**src/rtl/int_div_pkg.sv**
```systemverilog
// rtl/int_div_pkg.sv - shared types and constants for the sequential integer divider
//
// Contents:
//   div_op_e      operation encoding, matches funct3[1:0] of DIV/DIVU/REM/REMU
//   div_state_e   divider FSM states
//   DIV_MAX_W     widest operand the constant helpers below cover
//   DIV_ONES_MAX  all-ones constant, sliced down to WIDTH by the user
//   div_min_val   most-negative two's-complement value for a given width
//   op_is_signed  / op_is_rem  decode helpers
package int_div_pkg;

  typedef enum logic [1:0] {
    OP_DIV  = 2'b00,
    OP_DIVU = 2'b01,
    OP_REM  = 2'b10,
    OP_REMU = 2'b11
  } div_op_e;

  typedef enum logic [1:0] {
    S_IDLE,
    S_CALC,
    S_FIXUP,
    S_DONE
  } div_state_e;

  localparam int unsigned DIV_MAX_W = 64;
  localparam logic [DIV_MAX_W-1:0] DIV_ONES_MAX = '1;

  function automatic logic [DIV_MAX_W-1:0] div_min_val(input int unsigned w);
    return 64'd1 << (w - 1);
  endfunction

  // funct3[0] clear selects the signed variants
  function automatic logic op_is_signed(input div_op_e op);
    return ~op[0];
  endfunction

  // funct3[1] set selects the remainder
  function automatic logic op_is_rem(input div_op_e op);
    return op[1];
  endfunction

endpackage

```
**src/rtl/int_div_step.sv**
```systemverilog
// rtl/int_div_step.sv - one combinational restoring-division iteration
//
// Ports:
//   rem_i  partial remainder before the step (always < dsr_i)
//   quo_i  quotient register; its MSB is the next dividend bit shifted in
//   dsr_i  divisor magnitude
//   rem_o  partial remainder after the step
//   quo_o  quotient register shifted left with the new quotient bit in the LSB
module int_div_step #(
  parameter int WIDTH = 32
) (
  input  logic [WIDTH-1:0] rem_i,
  input  logic [WIDTH-1:0] quo_i,
  input  logic [WIDTH-1:0] dsr_i,
  output logic [WIDTH-1:0] rem_o,
  output logic [WIDTH-1:0] quo_o
);

  // The shifted remainder needs one extra bit: rem_i < dsr_i <= 2^WIDTH-1.
  logic [WIDTH:0]   rem_sh;
  logic [WIDTH-1:0] diff;
  logic             no_borrow;

  always_comb begin
    rem_sh    = {rem_i, quo_i[WIDTH-1]};
    no_borrow = (rem_sh >= {1'b0, dsr_i});
    // When no borrow occurs the true difference is below dsr_i, so the low
    // WIDTH bits of a modulo-2^WIDTH subtraction are exact.
    diff      = rem_sh[WIDTH-1:0] - dsr_i;
    rem_o     = no_borrow ? diff : rem_sh[WIDTH-1:0];
    quo_o     = {quo_i[WIDTH-2:0], no_borrow};
  end

endmodule

```
**src/rtl/int_div_seq.sv**
```systemverilog
// rtl/int_div_seq.sv - sequential restoring divider for RISC-V DIV/DIVU/REM/REMU
//
// Ports:
//   clk_i, rst_ni       clock, asynchronous active-low reset
//   flush_i             kills any operation in flight on the next edge
//   in_valid_i/in_ready_o, op_i, dividend_i, divisor_i, tag_i   request side
//   out_valid_o/out_ready_i, result_o, tag_o                    result side
//   busy_o              high whenever the FSM is not idle
// Build option: INT_DIV_EARLY_OUT_EN resolves divide-by-zero, signed MIN/-1
// and divisor > dividend at accept time, skipping CALC and FIXUP.
module int_div_seq
  import int_div_pkg::*;
#(
  parameter int WIDTH = 32,
  parameter int TAG_W = 5
) (
  input  logic             clk_i,
  input  logic             rst_ni,
  input  logic             flush_i,
  input  logic             in_valid_i,
  output logic             in_ready_o,
  input  logic [1:0]       op_i,
  input  logic [WIDTH-1:0] dividend_i,
  input  logic [WIDTH-1:0] divisor_i,
  input  logic [TAG_W-1:0] tag_i,
  output logic             out_valid_o,
  input  logic             out_ready_i,
  output logic [WIDTH-1:0] result_o,
  output logic [TAG_W-1:0] tag_o,
  output logic             busy_o
);

  localparam int CNT_W = $clog2(WIDTH);
  localparam logic [CNT_W-1:0] CNT_LAST = CNT_W'(WIDTH - 1);

`ifdef INT_DIV_EARLY_OUT_EN
  localparam logic [WIDTH-1:0]     ALL_ONES = DIV_ONES_MAX[WIDTH-1:0];
  localparam logic [DIV_MAX_W-1:0] MIN_FULL = div_min_val(WIDTH);
  localparam logic [WIDTH-1:0]     MIN_VAL  = MIN_FULL[WIDTH-1:0];
`endif

  div_state_e       state_q, state_d;
  div_op_e          op_q, op_d;
  logic [TAG_W-1:0] tag_q, tag_d;
  logic [WIDTH-1:0] rem_q, rem_d;
  logic [WIDTH-1:0] quo_q, quo_d;
  logic [WIDTH-1:0] dsr_q, dsr_d;
  logic [WIDTH-1:0] result_q, result_d;
  logic [CNT_W-1:0] cnt_q, cnt_d;
  logic             quo_neg_q, quo_neg_d;
  logic             rem_neg_q, rem_neg_d;
  logic             out_valid_q, out_valid_d;

  // Accept-time operand analysis
  div_op_e          op_in;
  logic             sgn_in, a_neg, b_neg, b_zero, accept;
  logic [WIDTH-1:0] a_mag, b_mag;
  logic [WIDTH-1:0] step_rem, step_quo;

  assign op_in  = div_op_e'(op_i);
  assign sgn_in = op_is_signed(op_in);
  assign a_neg  = sgn_in & dividend_i[WIDTH-1];
  assign b_neg  = sgn_in & divisor_i[WIDTH-1];
  assign a_mag  = a_neg ? -dividend_i : dividend_i;
  assign b_mag  = b_neg ? -divisor_i : divisor_i;
  assign b_zero = (divisor_i == '0);
  assign accept = (state_q == S_IDLE) & in_valid_i & ~flush_i;

  int_div_step #(.WIDTH(WIDTH)) u_step (
    .rem_i (rem_q),
    .quo_i (quo_q),
    .dsr_i (dsr_q),
    .rem_o (step_rem),
    .quo_o (step_quo)
  );

  always_comb begin
    state_d     = state_q;
    op_d        = op_q;
    tag_d       = tag_q;
    rem_d       = rem_q;
    quo_d       = quo_q;
    dsr_d       = dsr_q;
    result_d    = result_q;
    cnt_d       = cnt_q;
    quo_neg_d   = quo_neg_q;
    rem_neg_d   = rem_neg_q;
    out_valid_d = out_valid_q;

    case (state_q)
      S_IDLE: begin
        if (accept) begin
          op_d      = op_in;
          tag_d     = tag_i;
          rem_d     = '0;
          quo_d     = a_mag;
          dsr_d     = b_mag;
          cnt_d     = '0;
          // x/0 keeps the all-ones quotient magnitude regardless of signs
          quo_neg_d = (a_neg ^ b_neg) & ~b_zero;
          rem_neg_d = a_neg;
          state_d   = S_CALC;
`ifdef INT_DIV_EARLY_OUT_EN
          if (b_zero) begin
            result_d    = op_is_rem(op_in) ? dividend_i : ALL_ONES;
            out_valid_d = 1'b1;
            state_d     = S_DONE;
          end else if (sgn_in && dividend_i == MIN_VAL && divisor_i == ALL_ONES) begin
            result_d    = op_is_rem(op_in) ? '0 : MIN_VAL;
            out_valid_d = 1'b1;
            state_d     = S_DONE;
          end else if (b_mag > a_mag) begin
            result_d    = op_is_rem(op_in) ? dividend_i : '0;
            out_valid_d = 1'b1;
            state_d     = S_DONE;
          end
`endif
        end
      end
      S_CALC: begin
        rem_d = step_rem;
        quo_d = step_quo;
        cnt_d = cnt_q + CNT_W'(1);
        if (cnt_q == CNT_LAST) begin
          state_d = S_FIXUP;
        end
      end
      S_FIXUP: begin
        if (op_is_rem(op_q)) begin
          result_d = rem_neg_q ? -rem_q : rem_q;
        end else begin
          result_d = quo_neg_q ? -quo_q : quo_q;
        end
        out_valid_d = 1'b1;
        state_d     = S_DONE;
      end
      S_DONE: begin
        if (out_ready_i) begin
          out_valid_d = 1'b0;
          state_d     = S_IDLE;
        end
      end
      default: state_d = S_IDLE;
    endcase

    if (flush_i) begin
      state_d     = S_IDLE;
      out_valid_d = 1'b0;
    end
  end

  always_ff @(posedge clk_i or negedge rst_ni) begin
    if (!rst_ni) begin
      state_q     <= S_IDLE;
      op_q        <= OP_DIV;
      tag_q       <= '0;
      rem_q       <= '0;
      quo_q       <= '0;
      dsr_q       <= '0;
      result_q    <= '0;
      cnt_q       <= '0;
      quo_neg_q   <= 1'b0;
      rem_neg_q   <= 1'b0;
      out_valid_q <= 1'b0;
    end else begin
      state_q     <= state_d;
      op_q        <= op_d;
      tag_q       <= tag_d;
      rem_q       <= rem_d;
      quo_q       <= quo_d;
      dsr_q       <= dsr_d;
      result_q    <= result_d;
      cnt_q       <= cnt_d;
      quo_neg_q   <= quo_neg_d;
      rem_neg_q   <= rem_neg_d;
      out_valid_q <= out_valid_d;
    end
  end

  assign in_ready_o  = (state_q == S_IDLE);
  assign busy_o      = (state_q != S_IDLE);
  assign out_valid_o = out_valid_q;
  assign result_o    = result_q;
  assign tag_o       = tag_q;

endmodule

```
**config.mk**
```make
export PLATFORM = sky130hd
export DESIGN_NAME = int_div_seq
export DESIGN_NICKNAME = d
export VERILOG_FILES = /design/src/rtl/int_div_pkg.sv /design/src/rtl/int_div_step.sv /design/src/rtl/int_div_seq.sv
export SDC_FILE = /design/constraint.sdc
export NUM_CORES = 1
export LEC_CHECK = 0
export ABC_AREA = 1
export ABC_CLOCK_PERIOD_IN_PS = 2900
export BUFFER_PORTS_ARGS = -buffer_cell sky130_fd_sc_hd__buf_4
export CAP_MARGIN = 20
export CELL_PAD_IN_SITES_DETAIL_PLACEMENT = 1
export CELL_PAD_IN_SITES_GLOBAL_PLACEMENT = 1
export CORE_ASPECT_RATIO = 0.8
export CORE_UTILIZATION = 43
export CTS_CLUSTER_DIAMETER = 150
export DETAILED_ROUTE_END_ITERATION = 10
export GPL_TIMING_DRIVEN = 0
export PLACE_DENSITY = 0.8
export SYNTH_ARGS = -nofsm -noshare
export SYNTH_HDL_FRONTEND = slang
export SYNTH_SLANG_ARGS = --single-unit
export TNS_END_PERCENT = 50
```
**constraint.sdc**
```tcl
create_clock -name clk_i -period 2.9 [get_ports clk_i]
set_clock_uncertainty 0.2 [all_clocks]
set_input_delay 0.58 -clock clk_i [delete_from_list [all_inputs] [get_ports clk_i]]
set_output_delay 0.58 -clock clk_i [all_outputs]
set_load 0.05 [all_outputs]
```
Yosys cells after proc, flatten, opt, wreduce, memory -nomap -nowiden
Index checks and enable logic that the tools add are counted.
Widths: inputs -> output; s select.
{ "totals": {"register_bits": 145, "wordCells": 64, "output_inout_bits": 40, "in_bits": 76} }
{ "op_classes": {"n_bitwise": 9, "mux": 20, "n_addsub": 6, "n_eq_ne": 8, "order_cmp": 1, "n_reduce_logical": 9} }
{ "op_table": {"columns": ["operator", "count"], "rows": [
  ["$mux 32", 8],
  ["$neg 32->32", 4],
  ["$pmux 32 s2", 2],
  ["$ge 33x32->1", 1],
  ["$logic_not 32->1", 1],
  ["$sub 32x32->32", 1],
  ["$pmux 5 s2", 1],
  ["$mux 2", 4],
  ["$pmux 2 s4", 1],
  ["$ne 3x3->1 const B", 2],
  ["$reduce_and 2->1", 3],
  ["$add 5x1->5 const B", 1],
  ["$and 1x1->1", 5],
  ["$eq 5x5->1 const B", 1],
  ["$mux 5", 1],
  ["$eq 2x2->1 const B", 2],
  ["$reduce_bool 2->1", 2],
  ["$ne 3x2->1 const B", 1],
  ["$not 1->1", 3],
  ["$reduce_and 3->1", 1],
  ["$reduce_bool 3->1", 1],
  ["$eq 2x1->1 const B", 1],
  ["$logic_not 2->1", 1],
  ["$mux 1", 2],
  ["3 further kinds", 3]
]} }

Logic depth before layout (Yosys ltp)
{ "logic_depth": {"depth_word": 6, "depth_mapped": 16} }

Cells and area by module
A second synthesis with hierarchy kept.
{ "unflattened": {"cells_unflattened": 2175, "area_unflattened_um2": 13115.1} }
{ "modules_own_cells": {"columns": ["module", "area_each_um2", "seq_area_each_um2", "instances", "cells_each"], "rows": [
  ["int_div_seq", 9714.3, 3603.5, 1, 1496],
  ["int_div_step", 3400.8, 0.0, 1, 679]
]} }

Worst setup path after synthesis
OpenSTA, ideal clock, no wires.
{ "synth_path": {"path_kind": "register -> register", "from": "register state_q[0]", "to": "register quo_q[13]", "synth_period_minus_slack_ns": 2.582, "arrival_ns": 2.300, "stages_incl_launch_ff": 13, "slack_ns": 0.318, "n_path_buf": 2, "t_required_ns": 2.617, "path_cell_list": "dfrtp_1 > inv_1 > ha_1 > inv_2 > nor2_1 > inv_2 > nor2_4 > a21oi_4 > inv_2 > buf_2 > buf_4 > o211ai_1 > o21ai_0"} }
{ "synth_between": {"elab_chain_len": 5, "elab_cells_between_ends": 8} }
{ "synth_rtl": {"columns": ["element", "line", "source"], "rows": [
  ["start: declaration", "int_div_seq.sv:42", "div_state_e state_q, state_d;"],
  ["start signal: assignment", "int_div_seq.sv:166", "state_q <= state_d;"],
  ["$logic_not 2->1 *", null, null],
  ["via in_ready_o", "int_div_seq.sv:21", "output logic in_ready_o,"],
  ["$and 1x1->1 (2 in series)", "int_div_seq.sv:67", "assign accept = (state_q == S_IDLE) & in_valid_i & ~flush_i;"],
  ["$ne 2x1->1 (no line)", null, null],
  ["$reduce_and 2->1 (no line)", null, null],
  ["end signal: assignment", "int_div_seq.sv:170", "quo_q <= quo_d;"],
  ["end: declaration", "int_div_seq.sv:46", "logic [WIDTH-1:0] quo_q, quo_d;"]
]} }
The timed path passes the listed nets; every way through them passes the cells marked *.
A chain may end at the register's enable or synchronous reset.

Worst setup path in the final report
{ "layout_path": {"from": "register rem_q[6]", "to": "register rem_q[29]"} }
{ "layout_between": {"elab_chain_len": 3, "elab_cells_between_ends": 4} }
{ "layout_rtl": {"columns": ["element", "line", "source"], "rows": [
  ["start: declaration", "int_div_seq.sv:45", "logic [WIDTH-1:0] rem_q, rem_d;"],
  ["start signal: assignment", "int_div_seq.sv:169", "rem_q <= rem_d;"],
  ["$sub 32x32->32 or $ge 33x32->1 (tied branches)", "int_div_step.sv:29, int_div_step.sv:26", null],
  ["$mux 32 *", "int_div_step.sv:30", "rem_o = no_borrow ? diff : rem_sh[WIDTH-1:0];"],
  ["$pmux 32 s2 *", "int_div_seq.sv:90", "case (state_q)"]
]} }
Mark *: on every way between the ends. The rest lies on a longest branch, timed or not.

==> out/qor_table.md <==
| Step | Parameter | This run |
| --- | --- | --- |
| power and ir drop | Power density cells | 993 nW/um2 |
| power and ir drop | VDD IR-drop max | 0.000729 V |
| worst setup path | Req. time, crit path | 3010 ps |
| placed design | Hpwl dp | 42300 um |
| sta | Post-route setup TNS | 0 ps |
| logic synthesis | Simple-Gate Fraction of Synth Area | 41.2% |
| floorplan | Boundary pin count | 116 |
| cells and area | Area delta synth->final | 15.5% |
| logic synthesis | Cell variety after synth | 50 |
| clock tree | Clk pin slew, worst setup/hold paths | 70 ps |
| grt | Largest net degree at the start of global routing | 95 |
| logic synthesis | Seq/Total Area, Yosys | 28.3% |
| logic synthesis | Most repeated cell in the gate-level netlist after synthesis | nand2_1 |
| clock tree | Inserted Clock Buffers | 17 |
| sta | Final setup violation count | 0 |
| logic synthesis | Synth area leader | dfrtp_1 |
| placed design | Routability congestion estimate from global placement | 0.931 |
| flow run | Max_cap viols | 0 |
| logic synthesis | Multiplexer fraction of the synthesized cell area | 0% |
| detailed routing | DRC violations left | 0 |
| detailed routing | Wirelength, routed | 51700 um |
| cells and area | Proportion of layout cells with a drive suffix above 1 | 9.58% |
| status | Result of the run | finished, final reports clean |
| grt | Overall global routing resource usage | 34.6% |
| logic synthesis | Synthesized netlist net count | 2225 |
| logic synthesis | EDFF count, synth | 0 |
| sta | Worst-case hold slack | 109 ps |
| clock tree | Clock net sink count | 144 |
| logic synthesis | Post-Synth Adder-Cell Area | 4.29% |
| clock tree | TritonCTS clock tree | done |
| logic synthesis | Mapped Avg Cell Area | 6.04 um2 |
| sta | Slew headroom | 45.8% |
| logic synthesis | Prevailing post-synth register cell | dfrtp_1 |
| clock tree | Clock Latency Late Sink | 450 ps |
| detailed routing | DRT Pass-1 Iters | 5 |
| sta | Post-route worst setup slack | 93.1 ps |
| sta | Minimum clock period | 2810 ps |
| placed design | Cell Count Post-Placement | 2592 |
| logic synthesis | Share of the synthesized area in the top cell type | 28.3% |
| detailed routing | Remaining antenna violation count | 0 |
| cells and area | Net count reported at finish | 2361 |
| logic synthesis | Area share of xor/xnor cells in the synthesized design | 2.76% |
| sta | Number of hold-slack violations in the final timing report | 0 |
| logic synthesis | Share of the synthesized area in compound gates (AO/OA/AOI/OAI) | 12.2% |
| sta | Share of the clock period used by the worst path | 96.8% |
| clock tree | Post-CTS setup buffer count | 0 |
| sta | Least-Margin Pin Slew | 814 ps |
| floorplan | Number of rows created at floorplan | 55 |
| clock tree | Clock Tree Root | clkbuf_16 |
| worst setup path | Crit path max fanout | 10 |
| min path | Hold Crit Class | primary input to flop |
| floorplan | Floorplan die area | 30300 um2 |
| placed design | Worst setup slack after placement | 43.8 ps |
| worst setup path | Endpoint arrival time on the critical path | 2920 ps |
| floorplan | Floorplan die width | 194 um |
| logic synthesis | Number of register bits inferred by synthesis | 144 |
| logic synthesis | Synthesized instance count | 2106 |
| detailed routing | Number of vias after detailed routing | 14800 |
| worst setup path | Setup crit end kind | flop |
| worst setup path | Critical path class | flop to flop |
| cells and area | Post-layout util | 51.2% |
| detailed routing | DR WL/cell | 19.7 um |
| logic synthesis | Leading post-synthesis cells by cell area | dfrtp_1 (28%), nand2_1 (21%), nand3_1 (8.9%) |
| logic synthesis | Fraction of registers with async set or reset after synthesis | 100% |
| floorplan | Standard cell core area | 28700 um2 |
| logic synthesis | Most frequent cells after synthesis | nand2_1 (709), inv_1 (287), nand3_1 (225) |
| grt | Number of antenna violations at the first check in global routing | 0 |
| cells and area | Non-filler instance count after layout | 2625 |
| grt | Wire length of the first global-routing pass | 80800 um |
| clock tree | H-tree depth reported by CTS | 4 |
| worst setup path | Sort of element at the start of the critical path | flop |
| sta | FMAX | 356 MHz |
| grt | Overflow left after global routing | 0 |
| detailed routing | 1st-iter DRT viols | 1205 |
| floorplan | Initial core utilization | 44.3% |
| floorplan | Die height | 156 um |
| logic synthesis | Warnings from Yosys | 0 |
| logic synthesis | Main combinational cell family by area after synthesis | simple AND/OR/NAND/NOR gates |
| logic synthesis | Cell area after technology mapping | 12700 um2 |
| clock tree | Maximum root-to-sink buffer count | 2 |
| detailed routing | Via density per instance | 5.62 |
| grt | Vias in the first global route | 14700 |
| sta | Final Max Tran Viols | 0 |
| placed design | Port buffer count | 115 |
| power and ir drop | Leakage | 8.03 nW |
| sta | RSZ-0062 raised after global routing | false |
## per-layer routing
metal | vias to the layer above | global-route usage, % | routed length (um)
met4 | 0 | 9.18 | 897
met2 | 469 | 51.6 | 21800
met3 | 61 | 6.38 | 3780
met5 | - | 0 | 0
li1 | 6999 | - | -
met1 | 7234 | 50.9 | 25300
## metrics by stage
| step | total power (W) | cell area, um2 |
|---|---|---|
| after global placement | 0.0116 | 14000 |
| final | 0.0146 | 14700 |
| after global routing | 0.0155 | 14700 |
| after floorplan | 0.00899 | 12700 |
| after detailed placement | 0.0120 | 14100 |
| after CTS | 0.0144 | 14700 |
## final cells by class
type | instances | area, um2
sequential | 144 | 3600
multi-input combinational | 1598 | 7690
antenna | 1 | 2.50
tap | 370 | 463
timing repair buffer | 117 | 905
fill | 4055 | 14000
inverter | 299 | 1120
clock buffer | 20 | 457
buffer | 65 | 307
clock inverter | 11 | 130
## state kept, by name, summed over array words and instances, names as in the netlist
register / cells
rem_neg_q: 1
dsr_q: 32
quo_q: 32
quo_neg_q: 1
result_o: 32
cnt_q: 5
op_q: 1
state_q: 2
tag_o: 5
rem_q: 32
out_valid_o: 1
## worst max-delay path: stages, from the launching register on
cell	delay [ps]
dfrtp_1	460
ha_1	410
nand2_1	160
nor2_1	290
nand2_1	110
nor2_1	190
nand3_1	120
nand3_2	110
nor2_4	70
nand2_8	130
buf_8	150
nand2_1	80
nand3_1	100
nand2_1	70
## timing repair
item                       in CTS  in global routing
hold endpoints to repair       50                  0
setup endpoints to repair       2                 21
hold buffers                    1                  0
gates resized for setup         1                  8
## layout by cell type, fill, tap and decap left out, types with 18 or more instances in the layout
cell and instances:
nand3_1 224, clkbuf_1 41, ha_1 42, o21ai_1 18, nand4_1 33, xor2_1 21
buf_4 117, a21oi_1 92, xnor2_1 19, dfrtp_1 144, o21ai_0 125, inv_1 286
nand2_1 709, nor2_1 188
## report_power, final
group,switching [W],total [W],internal (W)
registers,0.000610,0.00339,0.00278
logic,0.00640,0.00889,0.00249
clock network,0.000983,0.00230,0.00132
## kinds of logic after synthesis
group,after synthesis
and+or+nand+nor,1229
buffers and inverters,364
adders and majority gates,43
xor gates and xnor gates,40
DFF,144
AOI/OAI and AO/OA,286
## final timing paths
path	cells past startpoint	from	slack [ps]	to
setup / recovery	13	rem_q[6]$_DFFE_PN0P_	90	rem_q[29]$_DFFE_PN0P_
hold / removal	2	out_ready_i	110	out_valid_o$_DFFE_PN0P_
setup reg to reg	13	rem_q[6]$_DFFE_PN0P_	90	rem_q[29]$_DFFE_PN0P_
hold reg to reg	2	result_o[23]$_DFFE_PN0N_	280	result_o[23]$_DFFE_PN0N_
max in group asynchronous	3	rst_ni	1160	dsr_q[6]$_DFFE_PN0P_
min in group asynchronous	2	rst_ni	450	result_o[25]$_DFFE_PN0N_
(Power assumes the default switching activity.)
